===== src/rtl/is_pkg_uart_controller.sv =====
// is_pkg_uart_controller: shared UART controller constants and FSM state types.
package is_pkg_uart_controller;
   localparam int DATA_W = 8;
   typedef enum logic [2:0] {RIDLE, RSTRB, RDT, RPARB, RSTB1, RSTB2} rx_state_t;
endpackage


===== src/rtl/is_uart_rx_sampler.sv =====
// is_uart_rx_sampler: line synchroniser, per-bit oversample tick counter and 3-sample mid-bit majority vote.
module is_uart_rx_sampler #(
   parameter int OVS = 16
) (
   input  logic clk_i,
   input  logic rst_i,
   input  logic i_ce,
   input  logic i_rxd,
   input  logic i_start,
   input  logic i_run,
   output logic o_rxd_s,
   output logic o_bit_val,
   output logic o_bit_stb,
   output logic o_bit_end
);
   localparam int TW = $clog2(OVS);
   logic [1:0]    r_sync;
   logic [TW-1:0] r_tick;
   logic          r_s0, r_s1;
   logic          w_tick_ce;
   assign o_rxd_s   = r_sync[1];
   assign w_tick_ce = i_ce & i_run;
   assign o_bit_val = (r_s0 & r_s1) | (r_s0 & o_rxd_s) | (r_s1 & o_rxd_s);
   assign o_bit_stb = w_tick_ce & (r_tick == TW'(OVS/2+1));
   assign o_bit_end = w_tick_ce & (r_tick == TW'(OVS-1));
   // The start-detect tick counts as tick 0, so the counter resumes at 1.
   always_ff @(posedge clk_i or negedge rst_i)
      if (!rst_i) begin
         r_sync <= '1;
         r_tick <= '0;
         r_s0   <= 1'b0;
         r_s1   <= 1'b0;
      end else begin
         r_sync <= {r_sync[0], i_rxd};
         if (i_start) r_tick <= TW'(1);
         else if (w_tick_ce) r_tick <= o_bit_end ? '0 : r_tick + 1'b1;
         if (w_tick_ce && r_tick == TW'(OVS/2-1)) r_s0 <= o_rxd_s;
         if (w_tick_ce && r_tick == TW'(OVS/2)) r_s1 <= o_rxd_s;
      end
endmodule


===== src/rtl/is_uart_rx_fsm.sv =====
// is_uart_rx_fsm: UART receiver FSM with parity/stop checking, holding register,
// overrun detection and RTS-style flow control.
module is_uart_rx_fsm
   import is_pkg_uart_controller::*;
#(
   parameter int OVS       = 16,
   parameter int PAR_EN    = 1,
   parameter int PAR_ODD   = 0,
   parameter int STOP_BITS = 2
) (
   input  logic              clk_i,
   input  logic              rst_i,
   input  logic              rx_ce_i,
   input  logic              rxd_i,
   input  logic              rx_rd_i,
   output logic [DATA_W-1:0] rx_data_o,
   output logic              rx_data_en_o,
   output logic              rx_par_err_o,
   output logic              rx_frm_err_o,
   output logic              rx_ovr_err_o,
   output logic              rxct_r_o
);
   localparam int CW = $clog2(DATA_W);
   rx_state_t         r_state, w_state_nxt;
   logic [DATA_W-1:0] r_shreg;
   logic [CW-1:0]     r_bit_cnt;
   logic              r_par, r_par_err, r_frm_err, r_armed, r_done;
   logic              w_rxd_s, w_bit_val, w_bit_stb, w_bit_end;
   logic              w_start, w_done, w_load, w_en_nxt;

   is_uart_rx_sampler #(.OVS(OVS)) u_sampler (
      .clk_i    (clk_i),
      .rst_i    (rst_i),
      .i_ce     (rx_ce_i),
      .i_rxd    (rxd_i),
      .i_start  (w_start),
      .i_run    (r_state != RIDLE),
      .o_rxd_s  (w_rxd_s),
      .o_bit_val(w_bit_val),
      .o_bit_stb(w_bit_stb),
      .o_bit_end(w_bit_end)
   );

   assign w_start = rx_ce_i & (r_state == RIDLE) & ~w_rxd_s & r_armed;
   assign w_done  = w_bit_stb & ((r_state == RSTB2) | ((r_state == RSTB1) & (STOP_BITS == 1)));

   always_ff @(posedge clk_i or negedge rst_i)
      if (!rst_i) r_state <= RIDLE;
      else r_state <= w_state_nxt;

   always_comb begin
      w_state_nxt = r_state;
      case (r_state)
         RIDLE:   if (w_start) w_state_nxt = RSTRB;
         RSTRB:   if (w_bit_stb && w_bit_val) w_state_nxt = RIDLE;
                  else if (w_bit_end) w_state_nxt = RDT;
         RDT:     if (w_bit_end && r_bit_cnt == CW'(DATA_W-1)) w_state_nxt = (PAR_EN != 0) ? RPARB : RSTB1;
         RPARB:   if (w_bit_end) w_state_nxt = RSTB1;
         RSTB1:   if (w_done) w_state_nxt = RIDLE;
                  else if (w_bit_end) w_state_nxt = RSTB2;
         RSTB2:   if (w_done) w_state_nxt = RIDLE;
         default: w_state_nxt = RIDLE;
      endcase
   end

   // Disarm at the final stop decision so a break cannot retrigger before the line returns high.
   always_ff @(posedge clk_i or negedge rst_i)
      if (!rst_i) begin
         r_shreg   <= '0;
         r_bit_cnt <= '0;
         r_par     <= 1'b0;
         r_par_err <= 1'b0;
         r_frm_err <= 1'b0;
         r_armed   <= 1'b1;
         r_done    <= 1'b0;
      end else begin
         r_done <= w_done;
         if (w_start) begin
            r_par     <= 1'b0;
            r_par_err <= 1'b0;
            r_frm_err <= 1'b0;
         end
         if (w_bit_stb && r_state == RDT) begin
            r_shreg <= {w_bit_val, r_shreg[DATA_W-1:1]};
            r_par   <= r_par ^ w_bit_val;
         end
         if (w_bit_stb && r_state == RPARB) r_par_err <= w_bit_val ^ r_par ^ 1'(PAR_ODD);
         if (w_bit_stb && (r_state == RSTB1 || r_state == RSTB2) && !w_bit_val) r_frm_err <= 1'b1;
         if (w_bit_end && r_state == RSTRB) r_bit_cnt <= '0;
         else if (w_bit_end && r_state == RDT) r_bit_cnt <= r_bit_cnt + 1'b1;
         if (w_done && (r_frm_err || !w_bit_val)) r_armed <= 1'b0;
         else if (r_state == RIDLE && w_rxd_s) r_armed <= 1'b1;
      end

   assign w_load   = r_done & (~rx_data_en_o | rx_rd_i);
   assign w_en_nxt = w_load | (rx_data_en_o & ~rx_rd_i);

   always_ff @(posedge clk_i or negedge rst_i)
      if (!rst_i) begin
         rx_data_o    <= '0;
         rx_data_en_o <= 1'b0;
         rx_par_err_o <= 1'b0;
         rx_frm_err_o <= 1'b0;
         rx_ovr_err_o <= 1'b0;
         rxct_r_o     <= 1'b0;
      end else begin
         rx_data_en_o <= w_en_nxt;
         rxct_r_o     <= w_en_nxt;
         rx_ovr_err_o <= (r_done & ~w_load) | (rx_ovr_err_o & ~(rx_rd_i & rx_data_en_o));
         if (w_load) begin
            rx_data_o    <= r_shreg;
            rx_par_err_o <= r_par_err;
            rx_frm_err_o <= r_frm_err;
         end
      end
endmodule


===== config.mk =====
export PLATFORM = sky130hd
export DESIGN_NAME = is_uart_rx_fsm
export DESIGN_NICKNAME = d
export VERILOG_FILES = /design/src/rtl/is_pkg_uart_controller.sv /design/src/rtl/is_uart_rx_sampler.sv /design/src/rtl/is_uart_rx_fsm.sv
export SDC_FILE = /design/constraint.sdc
export NUM_CORES = 1
export LEC_CHECK = 0
export CORE_MARGIN = 3
export CORE_UTILIZATION = 33
export DETAILED_ROUTE_END_ITERATION = 8
export HOLD_SLACK_MARGIN = 0.03
export PLACE_DENSITY = 0.6
export SLEW_MARGIN = 25
export SYNTH_ARGS = -nofsm -noshare
export SYNTH_HDL_FRONTEND = slang
export SYNTH_HIERARCHICAL = 1
export SYNTH_SLANG_ARGS = --single-unit

===== constraint.sdc =====
create_clock -name clk_i -period 5.6 [get_ports clk_i]
set_clock_uncertainty 0.15 [all_clocks]
set_input_delay 1.4 -clock clk_i [delete_from_list [all_inputs] [get_ports clk_i]]
set_output_delay 1.4 -clock clk_i [all_outputs]
set_load 0.05 [all_outputs]

* After elaboration in Yosys (flattened, before gate mapping)
Cells that the tools add are included.
** Operators by class
- Add/subtract/negate cells :: 2
- Bitwise logic cells :: 26
- Mux-type cells :: 20
- Reductions and logical operators :: 24
- Eq/ne operators :: 16
** Operator list (count)
- 3-bit 2-to-1 mux :: 10
- 3-bit case mux with 6 select lines :: 1
- 1-bit AND :: 15
- 4-bit == test, second input constant :: 3
- 1-bit logical AND :: 12
- 4-bit 2-to-1 mux :: 3
- 2-bit nonzero test :: 6
- 3-bit == test, second input constant :: 3
- 3-bit by 2-bit == test with 1-bit output, second input constant :: 2
- 1-bit 2-to-1 mux :: 6
- 3-bit by 2-bit != test with 1-bit output, second input constant :: 2
- 6-bit AND reduction :: 1
- 1-bit inverter :: 5
- 1-bit bitwise OR :: 5
- 4-bit by 1-bit adder with 4-bit output, second input constant :: 1
- 4-bit by 3-bit == test with 1-bit output, second input constant :: 1
- 2-bit by 1-bit != test with 1-bit output, second input constant :: 2
- 2-bit != test, second input constant :: 2
- 3-bit by 1-bit adder with 3-bit output, second input constant :: 1
- 3-bit by 1-bit == test with 1-bit output, second input constant :: 1
- 3-bit zero test :: 1
- 3-bit nonzero test :: 1
- 1-bit logical OR :: 2
- 1-bit zero test :: 1
- 1-bit XOR :: 1
** Storage, ports and cells
- Output and inout bits :: 13
- Register bits after elaboration :: 39
- Input bits :: 5
- Word-level logic and storage cells :: 105

* Longest topological paths before layout
Gate-level depths: netlist of run 1.
- Word-level depth :: 7
- Gate-level depth with buffers :: 10
- Depth with buffers taken out :: 8

* Hierarchy
The synthesis of run 1 kept the hierarchy.
** Modules (own cells, without submodules)
- is_uart_rx_fsm :: sequential area each 777.0 um^2, cells an instance 120, instances 1, area an instance 1441.4 um^2
- is_uart_rx_sampler :: sequential area each 202.7 um^2, cells an instance 36, instances 1, area an instance 391.6 um^2

* Least setup slack after synthesis of run 1
Ideal clock, no wire load.
- Path kind :: input -> register
- Start point :: in rx_ce_i
- End point :: reg r_shreg[0]
- Slack :: 2.560 ns
- Path buffers :: 1
- Setup time :: 0.128 ns
- Stages on the path :: 5
- Data required time :: 5.322 ns
- Data arrival time :: 2.763 ns
- Cells stage by stage :: nand3_1 nor3b_1 nor4bb_1 buf_4 mux2_1
** Between the ends
- Cells in the longest elaborated chain, start to end :: 3
** Ends and longest elaborated chain
- start, declared :: RTL line is_uart_rx_fsm.sv:13 : input logic rx_ce_i,
- 1-bit AND :: RTL line is_uart_rx_sampler.sv:22 : assign w_tick_ce = i_ce & i_run;
- 1-bit AND :: RTL line is_uart_rx_sampler.sv:24 : assign o_bit_stb = w_tick_ce & (r_tick == TW'(OVS/2+1));
- net w_bit_stb :: RTL line is_uart_rx_fsm.sv:28 : logic w_rxd_s, w_bit_val, w_bit_stb, w_bit_end;
- 1-bit logical AND :: RTL line is_uart_rx_fsm.sv:83 : if (w_bit_stb && r_state == RDT) begin
- end signal, assigned :: RTL line is_uart_rx_fsm.sv:84 : r_shreg <= {w_bit_val, r_shreg[DATA_W-1:1]};
- end, declared :: RTL line is_uart_rx_fsm.sv:25 : logic [DATA_W-1:0] r_shreg;
The timed path passes the listed nets, and every way through them passes these cells.
A chain may end at the register's enable or synchronous reset.

* Worst setup path after layout of run 1
- Start point :: in rx_ce_i
- End point :: reg r_shreg[2]
Same word-level chain as after synthesis.

==> results of run 1 <==
final cells by class:
| class | instances | area [um^2] | share of cell area, % |
|---|---|---|---|
| timing repair buffer | 18 | 173 | 8.09 |
| inverter | 6 | 22.5 | 1.06 |
| tap | 70 | 87.6 | 4.11 |
| sequential | 39 | 980 | 45.9 |
| clock inverter | 2 | 12.5 | 0.587 |
| clock buffer | 6 | 72.6 | 3.40 |
| multi-input combinational | 104 | 786 | 36.8 |
sequential cells by signal, indices dropped and copies added (netlist names), 2 cells and up:
| register | flops |
|---|---|
| u_sampler/r_tick | 4 |
| rx_data_o | 8 |
| r_shreg | 8 |
| r_state | 3 |
| r_bit_cnt | 3 |
| u_sampler/r_sync | 2 |
per-layer routing:
metal	track usage [%]	wire, um	vias up
li1	-	-	575
met1	13.3	1410	579
met3	3.48	137	7
met5	0	0	-
met2	19.9	1560	19
met4	5.41	59	0
placed cells by master, fill, tap and decap left out, types with 5 or more instances in the layout:
cell type / count
a21oi_1: 8
clkbuf_8: 5
clkdlybuf4s50_1: 16
dfrtp_1: 36
ha_1: 5
inv_1: 6
mux2_1: 15
nand2_1: 17
nand2b_1: 5
nand3_1: 8
o21ai_1: 7
Yosys cell counts, drive strengths merged, types with 4 or more instances:
cell    number
a21oi        9
buf          7
dfrtp       36
ha           5
inv          6
mux2        20
nand2       18
nand2b       5
nand3        8
nand3b       4
nor3b        4
o21ai        8
worst register-to-register path, stage by stage, from the launching register on:
cell and delay [ns]:
dfrtp_1 0.72, nor3_2 0.14, inv_1 0.15, nand3_1 0.12, nor3b_1 0.60, nor4bb_1 0.35
buf_4 0.22, mux2_1 0.34
stage by stage:
stage	setup WS, ns	hold WS [ns]	cells
floorplan	2.56	0.195	156
global route	1.80	0.220	245
global placement	1.77	0.197	237
CTS	2.02	0.209	245
detailed placement	1.70	0.199	237
finish	2.00	0.208	245
worst paths after layout:
path                                startpoint                  end  slack (ns)  cells after the start
min                        u_sampler/r_sync[0]  u_sampler/r_sync[1]        0.21                      0
max in group asynchronous                rst_i                r_par        3.72                      1
max reg2reg                         r_state[0]           r_shreg[2]        2.70                      7
max                                    rx_ce_i           r_shreg[2]        2.00                      6
min in group asynchronous                rst_i         rx_data_o[0]        1.05                      1
min reg2reg                u_sampler/r_sync[0]  u_sampler/r_sync[1]        0.21                      0
where the power goes:
group	internal, uW	total, uW	leakage, uW	switching [uW]
sequential	355	446	0.000502	91.3
clock	87.0	184	0.0000412	97.2
combinational	166	343	0.000420	177
total	607	973	0.000963	365
cell families after synthesis:
kind of cell / synth area share [%]
xor gates and xnor gates: 1.43
DFF: 53.4
adders and majority gates: 3.96
buffers and inverters: 3.69
AOI/OAI and AO/OA: 8.46
muxes: 13.2
and+or+nand+nor: 15.8
==> results.env, run 1 <==
CLOCK_H_TREE_LEVELS=2
CRITICAL_PATH.N_BUFFERS_INVERTERS=2
FINAL_CORE_UTIL_PCT=40.7
TIMING.CRITICAL_PATH.TO_TYPE='flip-flop'
STATUS='finished clean'
POST_ROUTE_DRC=0
NETS=184
POSTCTSRESIZEDCELLS=0
SYNTHESIS.AREA_MM2=0.00183
DRT_WL_TOTAL_MM=3.17
AVGVIACOUNTPERCELL=4.82
HOLDCRITPATHCLASS='flip-flop to flip-flop'
CLOCK_TREE_FROM_TRITONCTS='yes'
TOTAL_OF_ENDPOINTS_WITH_NEGATIVE_SETUP_SLACK_IN_THE_FINAL_REPORT=0
SYNTHCELLS=156
WL_PER_CELL_UM=13.0
POSTSYNTHREGISTERBITS=39
ANTENNA-DIODE-COUNT=0
CTS_NUM_SINKS=39
CLOCK.FMAX_MHz=278
PLACEMENTROWS=26
ANTENNA_LEFT=0
SETUP-TNS-FINAL_NS=0
FLOORPLAN.INITIALDENSITY_PCT=35.0
ASYNCSETRESETFLOPFRACSYNTH_PCT=100
KIND_OF_LAUNCH_POINT_OF_THE_WORST_SETUP_PATH='input pin'
PORT_BUFFERS=17
DRV_SLEW=0
DIE_AREA_MM2=0.00649
DETAILEDPLACEMENTHPWL_MM=2.25
NUMBER_OF_GLOBAL_ROUTE_VIAS_BEFORE_REPAIR=1292
FLOW.AREA_GROWTH_FROM_SYNTHESIS_PCT=16.4
SYNTH-EDFF-COUNT=0
MAX_SLEW_MARGIN_PCT=44.8
WORST_EP_ARRIVAL_TIME_NS=3.62
YOSYSUNIQUECELLTYPES=37
DIE_WIDTH_UM=80.5
HOLD_BUFFERS=0
NUMBER_OF_ANTENNA_VIOLATIONS_AT_THE_FIRST_CHECK_IN_GLOBAL_ROUTING=0
DRV_CAP=0
CP_CELL_SEQUENCE='clkdlybuf4s50_1, nand3_1, nor3b_1, nor4bb_1, buf_4, mux2_1'
FINAL_AREA_MM2=0.00213
CP_SLOWEST_CELL='nor3b_1'
GRT.OVERFLOW.TOTAL=0
GRTUSAGETOTAL_PCT=11.7
FINALPOWER_uW=973
FINALWORSTPATHREQUIREDPERIOD_NS=3.60
SYNTH_LARGEST_AREA_CELL='dfrtp_1'
CTSROOTBUFFERMASTER='clkbuf_8'
YS.FLOP_TYPE='dfrtp_1'
NETLIST_TOP_CELLS_AREA='dfrtp_1 49%, mux2_1 9.2%, dfstp_2 4.3%, nand2_1 3.5%, ha_1 3.4%'
NUMCTSBUFFERS=5
DRT-INITIAL-DRC-COUNT=71
DETAILEDROUTE.FIRSTPASSITERATIONCOUNT=4
CRIT_TYPE='input pin to flip-flop'
CRITICAL_PATH.TOP_DELAY_FAMILY='simple AND/OR/NAND/NOR gates'
NUM_IO_PINS=18
POSTCTSSETUPBUFFERS=0
POSTPLACECELLAREA_MM2=0.00205
FIRST_PASS_GRT_WIRE_LENGTH_MM=5.80
GLOBALPLACE.CONGESTION=0.829
SLOWEST_DELAY_NS=0.60
FLOORPLAN.CORE_AREA_MM2=0.00524
LATER_PIN_CLOCK_LATENCY_IN_THE_SKEW_REPORT_NS=0.29
YS_SEQ_AREA_SHARE_PCT=53.4
P_LEAK_uW=0.000963
FINAL_MIN_PERIOD_OVER_CLOCK_PERIOD_PCT=64.2
DRIVE_ABOVE_1_SHARE_PCT=14.3
SYNTHESIS.AREA_PER_INSTANCE_UM2=11.8
VIA_COUNT=1180
HOLD_VIOL=0
YOSYSWARNINGS=6
TIMING.CRITICAL_PATH.REQUIRED_NS=5.63
CHIPHEIGHT_UM=80.5
TIGHTEST_SLEW_NS=0.828
SYNTH_TOP_CELL_AREA_SHARE_PCT=49.1
UNREPAIRED_SETUP_ENDPOINTS_AFTER_GLOBAL_ROUTING='no'
MAX-VDD-IR-DROP_V=0.000215
LARGEST_NET_DEGREE_AT_THE_START_OF_GLOBAL_ROUTING=40
CELLPOWERDENSITY_mW_PER_MM2=456
CP_MAX_FO=9
SYNTH_FP_NETS=166
NFILLCELLS=502
MAX-CLOCK-PATH-BUFFERS=2
CLOCK_INPUT_TRANSITION_AT_THE_SEQUENTIAL_CELLS_OF_THE_WORST_SETUP_AND_HOLD_PATHS_NS=0.08
Note: power is estimated with default switching activity, not from simulation.
==> inputs of run 2 (changes only) <==
clock period = 3.7 ns   (was 5.6 ns; I/O delays follow)
==> results.env, run 2 (same netlist as run 1, synthesis figures left out) <==
SETUP.REG_TO_REG.WORST_SLACK_NS=1.02  # -1.68 ns
WL_PER_CELL_UM=13.3  # +2.4%
FLOORPLAN.INITIALDENSITY_PCT=35.0  # unchanged
CTSROOTBUFFERMASTER='clkbuf_8'
GRT.OVERFLOW.TOTAL=0  # unchanged
FINALPOWER_uW=1480  # +52%
P_LEAK_uW=0.000969  # +0.56%
SETUP-TNS-FINAL_NS=0  # unchanged
MAX-CLOCK-PATH-BUFFERS=2  # unchanged
POSTCTSSETUPBUFFERS=0  # unchanged
KIND_OF_LAUNCH_POINT_OF_THE_WORST_SETUP_PATH='input pin'
CHIPHEIGHT_UM=80.5  # unchanged
NUMCTSBUFFERS=5  # unchanged
LAYOUT_TOP_REGISTERS='r_shreg (8), rx_data_o (8), u_sampler/r_tick (4)'
NETS=185  # +0.54%
LATER_PIN_CLOCK_LATENCY_IN_THE_SKEW_REPORT_NS=0.29  # about the same
DETAILEDROUTE.FIRSTPASSITERATIONCOUNT=4  # unchanged
HOLDCRITPATHCLASS='flip-flop to flip-flop'
DRIVE_ABOVE_1_SHARE_PCT=14.8  # +0.49 points
DIE_WIDTH_UM=80.5  # unchanged
CRIT_TYPE='input pin to flip-flop'
MAX_SLEW_MARGIN_PCT=43.6  # -1.2 points
GRTUSAGETOTAL_PCT=11.7  # +0.013 points
CLOCK.FMAX_MHz=350
FLOORPLAN.CORE_AREA_MM2=0.00524  # unchanged
NFILLCELLS=516  # +2.8%
CTS_NUM_SINKS=39  # unchanged
MAX-VDD-IR-DROP_V=0.000284  # +32%
FIRST_PASS_GRT_WIRE_LENGTH_MM=5.78  # -0.36%
LAYOUT_COMMON_CELLS='36 x dfrtp_1, 17 x nand2_1, 16 x clkdlybuf4s50_1'
ANTENNA_LEFT=0  # unchanged
DP_SLACK_NS=0.520  # -1.18 ns
TOTAL_OF_ENDPOINTS_WITH_NEGATIVE_SETUP_SLACK_IN_THE_FINAL_REPORT=0  # unchanged
FINALWORSTPATHREQUIREDPERIOD_NS=2.86
NUMBER_OF_ANTENNA_VIOLATIONS_AT_THE_FIRST_CHECK_IN_GLOBAL_ROUTING=0  # unchanged
AREA.SEQUENTIAL_UM2=980  # unchanged
NUMBER_OF_GLOBAL_ROUTE_VIAS_BEFORE_REPAIR=1234  # -4.5%
FINAL_CORE_UTIL_PCT=40.9  # +0.14 points
PORT_BUFFERS=17  # unchanged
PLACEMENTROWS=26  # unchanged
MULTI_INPUT_COMBINATIONAL_CELL_AREA_UM2=786  # unchanged
CLOCK_INPUT_TRANSITION_AT_THE_SEQUENTIAL_CELLS_OF_THE_WORST_SETUP_AND_HOLD_PATHS_NS=0.08  # about the same
GLOBALPLACE.CONGESTION=0.792  # -4.5%
DRT-INITIAL-DRC-COUNT=36  # -49%
POSTCTSRESIZEDCELLS=0  # unchanged
LARGEST_NET_DEGREE_AT_THE_START_OF_GLOBAL_ROUTING=40  # unchanged
FLOW.AREA_GROWTH_FROM_SYNTHESIS_PCT=16.8
STATUS='finished clean'
NUM_IO_PINS=18  # unchanged
TIMING.CRITICAL_PATH.TO_TYPE='flip-flop'
DIE_AREA_MM2=0.00649  # unchanged
POST_ROUTE_DRC=0  # unchanged
MOST_FREQUENT_STANDARD_CELL_IN_THE_LAYOUT_EXCLUDING_FILL_AND_TAP_CELLS='dfrtp_1'
HOLD_BUFFERS=0  # unchanged
HOLD_VIOL=0  # unchanged
CELLPOWERDENSITY_mW_PER_MM2=692  # +52%
FINAL_MIN_PERIOD_OVER_CLOCK_PERIOD_PCT=77.3
TIGHTEST_SLEW_NS=0.846  # +0.0180 ns
ANTENNA-DIODE-COUNT=0  # unchanged
UNREPAIRED_SETUP_ENDPOINTS_AFTER_GLOBAL_ROUTING='no'
DRT_WL_TOTAL_MM=3.27  # +2.9%
DRV_CAP=0  # unchanged
VIA_COUNT=1189  # +0.76%
AVGVIACOUNTPERCELL=4.83  # +0.35%
WORST_EP_ARRIVAL_TIME_NS=2.88  # -0.74 ns
CLOCK_H_TREE_LEVELS=2  # unchanged
FINAL.HOLD.WORST_SLACK_NS=0.207  # -0.00118 ns
DETAILEDPLACEMENTHPWL_MM=2.26  # +0.45%
CLOCK_TREE_FROM_TRITONCTS='yes'
DRV_SLEW=0  # unchanged
CP_MAX_FO=9  # unchanged
SETUP_SLACK_AFTER_LAYOUT_NS=0.840  # -1.16 ns
TIMING.CRITICAL_PATH.REQUIRED_NS=3.72  # -1.91 ns
run 2: cell types whose count changed in the layout (fill, tap and decap cells not counted):
cell and delta:
buf_4 +1
run 2: metal layers:
metal  global-route usage, %  vias up  part of all wire [%]
li1                        -      579                     -
met1                    13.7      577                    46
met2                    20.0       28                    49
met3                    3.36        5                   4.7
met4                    4.56        0                   1.2
met5                       0        -                     0
run 2: cell type report:
cell class / instances / area share, %
Tap cell: 70 / 4.09
Timing Repair Buffer: 19 / 8.42
Clock buffer: 6 / 3.39
Inverter: 6 / 1.05
Multi-Input combinational cell: 104 / 36.7
Clock inverter: 2 / 0.584
Sequential cell: 39 / 45.8
run 2: worst max-delay path: stages:
cell and delay (ns):
clkdlybuf4s50_1 0.57, nand3_1 0.15, nor3b_1 0.23, buf_4 0.17, nor4bb_1 0.26, buf_4 0.22, mux2_1 0.34
run 2: power by group:
| group | internal (uW) | switching (uW) | total (uW) |
|---|---|---|---|
| registers | 537 | 143 | 679 |
| logic | 254 | 267 | 521 |
| clock network | 132 | 149 | 281 |
| total | 922 | 558 | 1480 |
run 2: final timing paths:
path / to / startpoint / depth (start not counted)
worst max register to register: r_shreg[1] / r_state[0] / 8
min in group asynchronous: rx_data_o[0] / rst_i / 1
worst min register to register: u_sampler/r_sync[1] / u_sampler/r_sync[0] / 0
worst max-delay path: r_shreg[1] / rx_ce_i / 7
worst min-delay path: u_sampler/r_sync[1] / u_sampler/r_sync[0] / 0
max in group asynchronous: r_state[2] / rst_i / 1
run 2: stage by stage:
step	cell area (um^2)	cells
2_1_floorplan	1830	156
5_1_grt	2140	246
4_1_cts	2140	246
6_report	2140	246
3_3_place_gp	2060	238
3_5_place_dp	2060	238
